File: src/rtl/equiv_result_logger.sv
// Equivalence response logger: compares spec/impl outputs per vector, counts and buffers failures.
// Optional macro EQUIV_LOG_DIFF_EN stores spec^impl per entry and drives log_diff; otherwise log_diff is 0.
module equiv_result_logger #(
  parameter int STIM_W = 12,
  parameter int OUT_W  = 20,
  parameter int DEPTH  = 4,
  parameter int CNT_W  = 20
) (
  input  logic              clk,
  input  logic              reset,
  input  logic              run_start,
  input  logic [CNT_W-1:0]  run_len,
  input  logic              in_valid,
  output logic              in_ready,
  input  logic [STIM_W-1:0] in_stim,
  input  logic [OUT_W-1:0]  spec_out,
  input  logic [OUT_W-1:0]  impl_out,
  output logic              log_valid,
  input  logic              log_ready,
  output logic [STIM_W-1:0] log_stim,
  output logic [OUT_W-1:0]  log_spec,
  output logic [OUT_W-1:0]  log_impl,
  output logic [CNT_W-1:0]  log_index,
  output logic [OUT_W-1:0]  log_diff,
  output logic [CNT_W-1:0]  vec_count,
  output logic [CNT_W-1:0]  fail_count,
  output logic              overflow,
  output logic              done,
  output logic              pass
);
  localparam int AW = $clog2(DEPTH);
  localparam logic [1:0] S_IDLE  = 2'd0;
  localparam logic [1:0] S_RUN   = 2'd1;
  localparam logic [1:0] S_DRAIN = 2'd2;
  localparam logic [1:0] S_DONE  = 2'd3;
  localparam logic [CNT_W-1:0] CNT_ONE = CNT_W'(1);
  localparam logic [CNT_W-1:0] CNT_MAX = '1;
  localparam logic [AW:0] PTR_ONE = (AW+1)'(1);
  localparam logic [AW:0] FIFO_FULL = (AW+1)'(DEPTH);

  function automatic logic [CNT_W-1:0] sat_inc(input logic [CNT_W-1:0] v);
    return (v == CNT_MAX) ? v : v + CNT_ONE;
  endfunction

  logic [1:0]       state_q, state_d;
  logic [CNT_W-1:0] remaining_q, remaining_d;
  logic [CNT_W-1:0] vec_count_q, vec_count_d;
  logic [CNT_W-1:0] fail_count_q, fail_count_d;
  logic             overflow_q, overflow_d;
  logic [AW:0]      wr_ptr_q, wr_ptr_d, rd_ptr_q, rd_ptr_d;

  logic [STIM_W-1:0] stim_mem [DEPTH];
  logic [OUT_W-1:0]  spec_mem [DEPTH];
  logic [OUT_W-1:0]  impl_mem [DEPTH];
  logic [CNT_W-1:0]  idx_mem  [DEPTH];
`ifdef EQUIV_LOG_DIFF_EN
  logic [OUT_W-1:0]  diff_mem [DEPTH];
`endif

  logic start_s, in_ready_s, accept_s, mismatch_s;
  logic empty_s, full_s, pop_s, push_req_s, push_s, drop_s;
  logic [AW:0] fill_s;

  always_comb begin
    start_s    = run_start && ((state_q == S_IDLE) || (state_q == S_DONE));
    // run_len = 0 leaves remaining at zero, so nothing is accepted before DRAIN
    in_ready_s = (state_q == S_RUN) && (remaining_q != '0);
    accept_s   = in_valid && in_ready_s;
    mismatch_s = (spec_out != impl_out);
    fill_s     = wr_ptr_q - rd_ptr_q;
    empty_s    = (fill_s == '0);
    full_s     = (fill_s == FIFO_FULL);
    pop_s      = !empty_s && log_ready;
    push_req_s = accept_s && mismatch_s;
    push_s     = push_req_s && (!full_s || pop_s);
    drop_s     = push_req_s && full_s && !pop_s;
  end

  always_comb begin
    state_d      = state_q;
    remaining_d  = remaining_q;
    vec_count_d  = vec_count_q;
    fail_count_d = fail_count_q;
    overflow_d   = overflow_q;
    wr_ptr_d     = push_s ? wr_ptr_q + PTR_ONE : wr_ptr_q;
    rd_ptr_d     = pop_s ? rd_ptr_q + PTR_ONE : rd_ptr_q;
    if (start_s) begin
      state_d      = S_RUN;
      remaining_d  = run_len;
      vec_count_d  = '0;
      fail_count_d = '0;
      overflow_d   = 1'b0;
      wr_ptr_d     = '0;
      rd_ptr_d     = '0;
    end else begin
      remaining_d  = accept_s ? remaining_q - CNT_ONE : remaining_q;
      vec_count_d  = accept_s ? sat_inc(vec_count_q) : vec_count_q;
      fail_count_d = push_req_s ? sat_inc(fail_count_q) : fail_count_q;
      overflow_d   = overflow_q | drop_s;
      case (state_q)
        S_IDLE:  state_d = S_IDLE;
        S_RUN: begin
          if ((remaining_q == '0) || (accept_s && (remaining_q == CNT_ONE))) begin
            state_d = S_DRAIN;
          end else begin
            state_d = S_RUN;
          end
        end
        S_DRAIN: begin
          if (empty_s) begin
            state_d = S_DONE;
          end else begin
            state_d = S_DRAIN;
          end
        end
        S_DONE:  state_d = S_DONE;
        default: state_d = S_IDLE;
      endcase
    end
  end

  always_ff @(posedge clk) begin
    if (reset) begin
      state_q      <= S_IDLE;
      remaining_q  <= '0;
      vec_count_q  <= '0;
      fail_count_q <= '0;
      overflow_q   <= 1'b0;
      wr_ptr_q     <= '0;
      rd_ptr_q     <= '0;
    end else begin
      state_q      <= state_d;
      remaining_q  <= remaining_d;
      vec_count_q  <= vec_count_d;
      fail_count_q <= fail_count_d;
      overflow_q   <= overflow_d;
      wr_ptr_q     <= wr_ptr_d;
      rd_ptr_q     <= rd_ptr_d;
    end
  end

  // Storage needs no reset: every read is masked by log_valid
  always_ff @(posedge clk) begin
    if (push_s) begin
      stim_mem[wr_ptr_q[AW-1:0]] <= in_stim;
      spec_mem[wr_ptr_q[AW-1:0]] <= spec_out;
      impl_mem[wr_ptr_q[AW-1:0]] <= impl_out;
      idx_mem[wr_ptr_q[AW-1:0]]  <= vec_count_q;
`ifdef EQUIV_LOG_DIFF_EN
      diff_mem[wr_ptr_q[AW-1:0]] <= spec_out ^ impl_out;
`endif
    end
  end

  assign in_ready   = in_ready_s;
  assign log_valid  = !empty_s;
  assign log_stim   = log_valid ? stim_mem[rd_ptr_q[AW-1:0]] : '0;
  assign log_spec   = log_valid ? spec_mem[rd_ptr_q[AW-1:0]] : '0;
  assign log_impl   = log_valid ? impl_mem[rd_ptr_q[AW-1:0]] : '0;
  assign log_index  = log_valid ? idx_mem[rd_ptr_q[AW-1:0]] : '0;
`ifdef EQUIV_LOG_DIFF_EN
  assign log_diff   = log_valid ? diff_mem[rd_ptr_q[AW-1:0]] : '0;
`else
  assign log_diff   = '0;
`endif
  assign vec_count  = vec_count_q;
  assign fail_count = fail_count_q;
  assign overflow   = overflow_q;
  assign done       = (state_q == S_DONE);
  assign pass       = (state_q == S_DONE) && (fail_count_q == '0);
endmodule

File: config.mk
export PLATFORM = sky130hd
export DESIGN_NAME = equiv_result_logger
export DESIGN_NICKNAME = d
export VERILOG_FILES = /design/src/rtl/equiv_result_logger.sv
export SDC_FILE = /design/constraint.sdc
export NUM_CORES = 1
export LEC_CHECK = 0
export BUFFER_PORTS_ARGS = -buffer_cell sky130_fd_sc_hd__buf_2
export CAP_MARGIN = 25
export CORE_MARGIN = 5
export CORE_UTILIZATION = 45
export CTS_CLUSTER_SIZE = 20
export DETAILED_ROUTE_END_ITERATION = 16
export PLACE_DENSITY = 0.72
export SLEW_MARGIN = 20
export SYNTH_ARGS = -nofsm -noshare
export SYNTH_HDL_FRONTEND = slang
export SYNTH_SLANG_ARGS = --single-unit
File: constraint.sdc
create_clock -name clk -period 4.5 [get_ports clk]
set_clock_uncertainty 0.1 [all_clocks]
set_input_delay 0.225 -clock clk [delete_from_list [all_inputs] [get_ports clk]]
set_output_delay 0.225 -clock clk [all_outputs]
set_load 0.01 [all_outputs]
# Yosys cells after proc, flatten, opt, wreduce, memory -nomap -nowiden
# Memories as Yosys holds them, arrays and structs flattened. A register that Yosys moved wholly into a read port is not among the register bits.
# Cells that the tools add are included.
totals:
  inputBits: 77
  regBits: 69
  n_memories: 4
  latch_bits: 0
  ram_bits: 288
  romBits: 0
classes:
  n_div: 0
  bitwise_logic: 3
  order_cmp: 0
  n_mux: 20
  n_shift: 0
  addsub: 6
  eq_ne: 8
  reduce_logical: 25
  mul: 0
mem_list:
  columns: ["name", "words", "word_bits", "read_ports", "rd_clocked_by_memory_dff", "wr", "line_no", "source"]
  rows:
  - ["idx_mem", 4, 20, 1, 1, 1, "55", "logic [CNT_W-1:0] idx_mem [DEPTH];"]
  - ["impl_mem", 4, 20, 1, 1, 1, "54", "logic [OUT_W-1:0] impl_mem [DEPTH];"]
  - ["spec_mem", 4, 20, 1, 1, 1, "53", "logic [OUT_W-1:0] spec_mem [DEPTH];"]
  - ["stim_mem", 4, 12, 1, 1, 1, "52", "logic [STIM_W-1:0] stim_mem [DEPTH];"]
ops:
  columns: ["operator", "n"]
  rows:
  - ["$mux W20", 5]
  - ["$add A20 B1 Y20 const B", 2]
  - ["$eq A20 B20 Y1 const B", 2]
  - ["$logic_not A20 Y1", 2]
  - ["$eq A20 B1 Y1 const B", 1]
  - ["$ne A20 B20 Y1", 1]
  - ["$reduce_bool A20 Y1", 1]
  - ["$sub A20 B1 Y20 const B", 1]
  - ["$mux W2", 9]
  - ["$mux W12", 1]
  - ["$logic_and A1 B1 Y1", 10]
  - ["$pmux W2 S4", 1]
  - ["$add A3 B1 Y3 const B", 2]
  - ["$eq A2 B2 Y1 const B", 2]
  - ["$mux W1", 4]
  - ["$reduce_and A2 Y1", 2]
  - ["$eq A3 B3 Y1 const B", 1]
  - ["$logic_not A1 Y1", 3]
  - ["$logic_not A3 Y1", 1]
  - ["$logic_or A1 B1 Y1", 3]
  - ["$sub A3 B3 Y3", 1]
  - ["$eq A2 B1 Y1 const B", 1]
  - ["$logic_not A2 Y1", 1]
  - ["$not A1 Y1", 2]
  - ["3 further kinds", 3]

# Logic depth before layout (Yosys ltp)
# Gate-level depths: netlist of run 1.
depth:
  word_depth: 8
  ltp_mapped: 9

# Worst setup path after synthesis of run 1
# OpenSTA, ideal clock, no wires.
synth_path:
  path_type: "register -> register"
  from: "register remaining_q[11]"
  to: "memory idx_mem[3][0] (enable)"
  path_stages_with_launch: 7
  required_time_ns: 3.960
  t_arrival_ns: 3.110
  setup_ns: 0.440
  setup_slack_ns: 0.850
  path_buffers: 1
  path_cell_list: "dfxtp_1 > nor4_1 > and4b_1 > buf_2 > a31oi_2 > o21a_1 > and3_1"
synth_via:
  elab_chain_cells: 7
synth_rtl:
  columns: ["element", "line_no", "source"]
  rows:
  - ["start: declaration", "46", "logic [CNT_W-1:0] remaining_q, remaining_d;"]
  - ["start signal: assignment", "133", "remaining_q <= remaining_d;"]
  - ["$reduce_bool A20 Y1", "67", "in_ready_s = (state_q == S_RUN) && (remaining_q != '0);"]
  - ["$logic_and A1 B1 Y1", "67", null]
  - ["$logic_and A1 B1 Y1", "68", "accept_s = in_valid && in_ready_s;"]
  - ["$logic_and A1 B1 Y1", "74", "push_req_s = accept_s && mismatch_s;"]
  - ["$logic_and A1 B1 Y1", "75", "push_s = push_req_s && (!full_s || pop_s);"]
  - ["$mux W1", "144", "if (push_s) begin"]
  - ["$mux W1 (implied by the code)", "148", "idx_mem[wr_ptr_q[AW-1:0]] <= vec_count_q;"]
  - ["end: declaration", "55", null]
# Every way passes these cells.

# Worst setup path in the final report of run 1
layout_path:
  from: "register wr_ptr_q[0]"
  to: "output log_spec[0]"
layout_via:
  elab_chain_cells: 3
layout_rtl:
  columns: ["element", "line_no", "source"]
  rows:
  - ["start: declaration", "50", "logic [AW:0] wr_ptr_q, wr_ptr_d, rd_ptr_q, rd_ptr_d;"]
  - ["start signal: assignment", "137", "wr_ptr_q <= wr_ptr_d;"]
  - ["$sub A3 B3 Y3", "70", "fill_s = wr_ptr_q - rd_ptr_q;"]
  - ["$logic_not A3 Y1", "71", "empty_s = (fill_s == '0);"]
  - ["$mux W20", "158", "assign log_spec = log_valid ? spec_mem[rd_ptr_q[AW-1:0]] : '0;"]
  - ["end: declaration", "21", "output logic [OUT_W-1:0] log_spec,"]
# Every way passes these cells.

==> results of run 1 <==
[synthesized netlist by cell type (6+ instances only)]
| cell | n |
|---|---|
| nor3_1 | 12 |
| ha_1 | 17 |
| a21oi_1 | 20 |
| nor4_1 | 19 |
| a211oi_1 | 20 |
| and2_1 | 76 |
| xor2_1 | 49 |
| buf_2 | 7 |
| nand4_1 | 26 |
| mux4_2 | 72 |
| or3_1 | 20 |
| dfxtp_1 | 71 |
| o21ai_0 | 15 |
| edfxtp_1 | 288 |
| or4_1 | 6 |
| nand2_1 | 32 |
| clkbuf_1 | 36 |
| xnor2_1 | 8 |
| nand3_1 | 28 |
| and3_1 | 15 |
| buf_4 | 20 |
| nor2_1 | 53 |
| buf_1 | 8 |
| inv_1 | 12 |
[cell type report]
cell class | instances | area, um^2
Clock buffer | 44 | 994.7
Multi-Input combinational cell | 554 | 4695
Fill cell | 2651 | 14880
Sequential cell | 359 | 10080
Tap cell | 448 | 560.5
Inverter | 12 | 45.04
Clock inverter | 26 | 226.5
Timing Repair Buffer | 279 | 1807
[cell families (layout without fill, tap and decap cells)]
kind of cell / Yosys count / in the layout / share of synthesized area
adders and majority gates: 17 / 17 / 0.01413
buffers and inverters: 83 / 361 / 0.02627
DFF: 359 / 359 / 0.6690
xor gates and xnor gates: 57 / 57 / 0.03317
AOI/OAI and AO/OA: 78 / 78 / 0.03417
and+or+nand+nor: 305 / 305 / 0.1119
other: 1 / 20 / 0.0002491
muxes: 77 / 77 / 0.1111
[worst max-delay path, delay by kind of cell (launching register included)]
family        cells  cell delay [ns]
fa+ha+maj         1             0.20
flops             1             0.39
xor+xnor          1             0.32
buf+inv           3             0.77
simple gates      3             1.08
[through the flow]
step / hold slack [ns] / power [mW] / instances
floorplan: 0.2239 / 3.951 / 996
detailed placement: 0.3473 / 4.102 / 1579
global placement: 0.3400 / 4.093 / 1579
global route: 0.06030 / 7.348 / 1722
CTS: 0.02599 / 7.174 / 1722
finish: 0.05064 / 7.102 / 1722
[path summary, 6_finish.rpt]
| kind | from | endpoint | slack [ns] | depth (start not counted) |
|---|---|---|---|---|
| worst max register to register | remaining_q[4] | impl_mem[2][10] | 1.37 | 6 |
| worst max-delay path | wr_ptr_q[0] | log_spec[0] | 0.88 | 8 |
| worst min-delay path | reset | state_q[0] | 0.05 | 2 |
| worst min register to register | wr_ptr_q[2] | wr_ptr_q[2] | 0.39 | 2 |
[power groups by stage]
stage                     Sequential (mW)  Clock [mW]  Combinational [mW]
after global routing                 3.65        3.22               0.479
after global placement               3.71           0               0.379
after CTS                            3.65        3.09               0.439
after floorplan                      3.71           0               0.243
after detailed placement             3.72           0               0.385
final                                3.65        3.02               0.436
[per-layer routing]
layer	up-vias	global-route usage	wire, um
li1	4272	-	-
met1	4529	0.2309	13660
met2	321	0.3051	16690
met3	53	0.04016	2757
met4	0	0.04684	670
met5	-	0	0
[sequential cells by signal, summed over array words and instances, names as in the netlist, 3 cells and up, named ones only]
name,count
vec_count,20
wr_ptr_q,3
impl_mem,80
rd_ptr_q,3
idx_mem,80
spec_mem,80
remaining_q,20
fail_count,20
stim_mem,48
==> results.md, run 1 <==
* Synth cell types at 51
* Clock Tree Root: clkbuf_16
* Initial antenna violation count at 0
* Switching share of power at 0.2139
* Drt via density at 5.328
* Leak pwr at 6.602 nW
* CP max-delay cell: nand3_2
* Final period utilization at 0.8054
* Maximum Capacitance Violations at 0
* Slew @ Worst Pin at 0.9159 ns
* Synthesized flop and latch total at 359
* Design area at 0.01841 mm^2
* Site Rows at 67
* Post-synth EDFFs at 288
* 1st-iter DRT viols at 472
* Dpl hpwl at 21.41 mm
* H-tree depth at 2
* Seq pwr share at 0.513
* WL final at 33.78 mm
* Psw at 1.519 mW
* Post-CTS Setup Bufs at 0
* Setup crit end kind: output pin
* # DRC at 0
* Worst hold-check path type: in2reg
* Mapped cell area at 0.01505 mm^2
* Grt total ovfl at 0
* Share of cells above drive strength 1 at 0.2732
* DR pass1 iterations at 5
* WP data required at 4.18 ns
* CTS resizes at 0
* Vias at 9175
* First-pass GRT wire length at 51.81 mm
* Num CTS Buffers at 38
* VDD IR max at 0.0002305 V
* ANT nets after route at 0
* Mapped Cells at 977
* Chip height at 192.9 um
* Clk Latency, worst-skew pair at 0.51 ns
* Ys flop type: edfxtp_1
* CP arrival at 3.30 ns
* Power Internal at 5.583 mW
* Startpoint Class: register
* RD Place Congestion at 0.8261
* Synth async-reset ratio at 0
* P&R area growth vs syn at 22.28%
* CTS tree: done
* Final setup TNS at 0 ns
* Syn Area/Cell at 15.41 um^2
* Largest stage delay, worst path at 0.77 ns
* Final setup fails at 0
* Final Hold Viols at 0
* NumNets Final at 1338
* CP max FO at 42
* RSZ-0062 raised after global routing: no
* Register area share after synthesis at 0.6690
* Total GRT Usage at 0.1781
* IO Pins at 214
* Placed cell area at 0.01645 mm^2
* Setup CP Type: reg2out
* Max Root-Sink Buffers at 3
* Top post-synthesis cells by area: edfxtp_1 57%, mux4_2 11%, dfxtp_1 9.4%, and2_1 3.2%, xor2_1 2.9%
* Commonest cells after routing, fill and taps aside: 288 x edfxtp_1, 193 x buf_2, 76 x and2_1, 73 x dlygate4sd3_1, 72 x mux4_2
* I/O Buffers at 193
* Most common cell after layout, fill and taps aside: edfxtp_1
* Worst-path cell chain: inv_1 -> ha_1 -> nor2b_1 -> xnor2_1 -> nand3_2 -> buf_4 -> and2_1 -> buf_2
* Top-area cell type share of the netlist area at 0.5746
* Starting Density at 0.4523
* Pre-CTS setup slack at 1.312 ns
* Core area at 0.03328 mm^2
* TritonCTS sink count at 359
* Largest net degree at the start of global routing at 54
* Vias in the first global route at 9266
* Max Slew Vio Count at 0
* Comb pwr share at 0.061
* Final min period at 3.625 ns
* Average routed wire per standard cell at 19.61 um
* Most area-hungry cell type in the Yosys netlist: edfxtp_1
* Worst Setup Slack, final at 0.8755 ns
* Final core utilization at 0.5530
* Die Area at 0.03721 mm^2
* Die X at 192.9 um
* Rel. slew slack at 0.3887
* Clock Power Share at 0.425
* Status: completed
* Clock transition at path regs at 0.06 ns
* ANT cells at 0
* FMAX at 275.9 MHz
* Ys Warns at 0
* Post-cts hold buffer count at 73
* PwrDens at 385.9 mW/mm^2
No activity file was read; power rests on OpenSTA's default activity.
==> run 2, diff against run 1 <==
==> constraint.sdc (replaced) <==
create_clock -name clk -period 3.4 [get_ports clk]
set_clock_uncertainty 0.1 [all_clocks]
set_input_delay 0.17 -clock clk [delete_from_list [all_inputs] [get_ports clk]]
set_output_delay 0.17 -clock clk [all_outputs]
set_load 0.01 [all_outputs]
==> results.md, run 2 (synthesis results as in run 1) <==
* Rel. slew slack at 0.4422
* Startpoint Class: register
* ANT nets after route at 0
* Largest stage delay, worst path at 0.40 ns
* NumNets Final at 1345
* WP data required at 3.13 ns
* Commonest cells after routing, fill and taps aside: 288 x edfxtp_1, 193 x buf_2, 76 x and2_1, 75 x dlygate4sd3_1, 72 x mux4_2
* Num CTS Buffers at 38
* Starting Density at 0.4523
* Max Root-Sink Buffers at 3
* Chip height at 192.9 um
* Final Hold Viols at 0
* CP Capture Point: log_impl[8]
* WP depth at 8
* Average routed wire per standard cell at 19.41 um
* Share of cells above drive strength 1 at 0.2717
* Die Area at 0.03721 mm^2
* Max Slew Vio Count at 0
* Post-Place Cells at 1584
* I/O Buffers at 193
* Clock transition at path regs at 0.06 ns
* Vias in the first global route at 9289
* Maximum Capacitance Violations at 0
* Met1 usage at 0.2431
* Total power at 9.471 mW
* Initial antenna violation count at 3
* Setup crit end kind: output pin
* GR Util met2 at 0.3017
* Worst Setup Slack, final at 0.3392 ns
* Final core utilization at 0.5575
* Final cell count without fillers at 1732
* IO Pins at 214
* Worst hold-check path type: in2reg
* Final setup fails at 0
* CTS tree: done
* R2R depth at 7
* Vias at 9242
* Largest net degree at the start of global routing at 73
* FMAX at 326.7 MHz
* GR Util met3 at 0.04016
* Dpl hpwl at 21.16 mm
* CP max-delay cell: nand3_4
* Fill cell count at 2618
* First-pass GRT wire length at 52.18 mm
* 1st-iter DRT viols at 448
* Final period utilization at 0.9002
* Final min period at 3.061 ns
* Pre-CTS setup slack at 0.5148 ns
* Grt total ovfl at 0
* Drt via density at 5.336
* Most common cell after layout, fill and taps aside: edfxtp_1
* DR pass1 iterations at 5
* RD Place Congestion at 0.8336
* Status: completed
* Clock Tree Root: clkbuf_16
* Setup CP Type: reg2out
* Site Rows at 67
* Worst-path cell chain: inv_1 -> ha_1 -> nor2b_1 -> xnor2_1 -> nand3_4 -> buf_4 -> and2_1 -> buf_2
* P&R area growth vs syn at 23.28%
* # DRC at 0
* Reg2Reg Launch Point: wr_ptr_q[0]
* Leak pwr at 6.646 nW
* WP buf/inv at 3
* Grt peak-use layer: met2
* Core area at 0.03328 mm^2
* WL final at 33.62 mm
* CP arrival at 2.79 ns
* H-tree depth at 2
* Total GRT Usage at 0.1797
* PwrDens at 510.4 mW/mm^2
* Final setup TNS at 0 ns
* Post-CTS Setup Bufs at 0
* VDD IR max at 0.0003303 V
* CP max FO at 36
* Critical Path Start: wr_ptr_q[0]
* FF-to-FF setup slack at 0.54 ns
* Slew @ Worst Pin at 0.8336 ns
* Die X at 192.9 um
* TritonCTS sink count at 359
* FF-to-FF End: spec_mem[0][18]
* CP top delay family: simple AND/OR/NAND/NOR gates
* RSZ-0062 raised after global routing: no
* Clk Latency, worst-skew pair at 0.52 ns
run 2: per-layer routing:
layer | vias to the layer above | wire length [um]
li1 | 4294 | -
met1 | 4604 | 14130
met2 | 293 | 16550
met3 | 49 | 2391
met4 | 2 | 537
met5 | - | 12
run 2: cell type report:
cell class / count / area (um^2) / share of cell area
flip-flops and latches: 359 / 10080 / 0.5431
multi-input cells: 554 / 4702 / 0.2534
repair buffers: 286 / 1927 / 0.1038
clock buffers: 47 / 1006 / 0.05421
well taps: 448 / 560.5 / 0.03021
clock inverters: 23 / 230.2 / 0.01241
inverters: 12 / 45.04 / 0.002428
diodes: 3 / 7.507 / 0.0004046
run 2: stage by stage:
step	area [um^2]	hold WS, ns
3_3_place_gp	16550	0.2857
5_1_grt	18550	0.06960
6_report	18560	0.05894
4_1_cts	18550	0.03461
3_5_place_dp	16550	0.2914
2_1_floorplan	15130	0.1689
run 2: repair_timing:
item	CTS	global route
endpoints found under the hold margin	235	0
hold buffers	75	0
setup endpoints to repair	17	0
gates resized for setup	1	0
run 2: how the worst min path moves through the flow:
stage / endpoint / from / cells past startpoint
2_1_floorplan: impl_mem[0][0] / impl_out[0] / 0
6_report: state_q[1] / in_valid / 4
3_3_place_gp: stim_mem[1][3] / in_stim[3] / 1
5_1_grt: state_q[1] / in_valid / 4
3_5_place_dp: stim_mem[2][4] / in_stim[4] / 1
4_1_cts: state_q[1] / in_valid / 4
run 2: worst reg2reg max path, stage by stage (launching register included):
cell and delay [ns]:
dfxtp_1 0.38, inv_1 0.11, ha_1 0.20, nor2b_1 0.13, xnor2_1 0.37, or3_1 0.28
and3_4 0.60, buf_12 0.31
run 2: report_power, final:
group | switching [mW] | internal (mW) | total (mW)
Clock | 1.64 | 2.42 | 4.06
Combinational | 0.322 | 0.268 | 0.590
Sequential | 0.0381 | 4.79 | 4.82
Total | 2.00 | 7.47 | 9.47
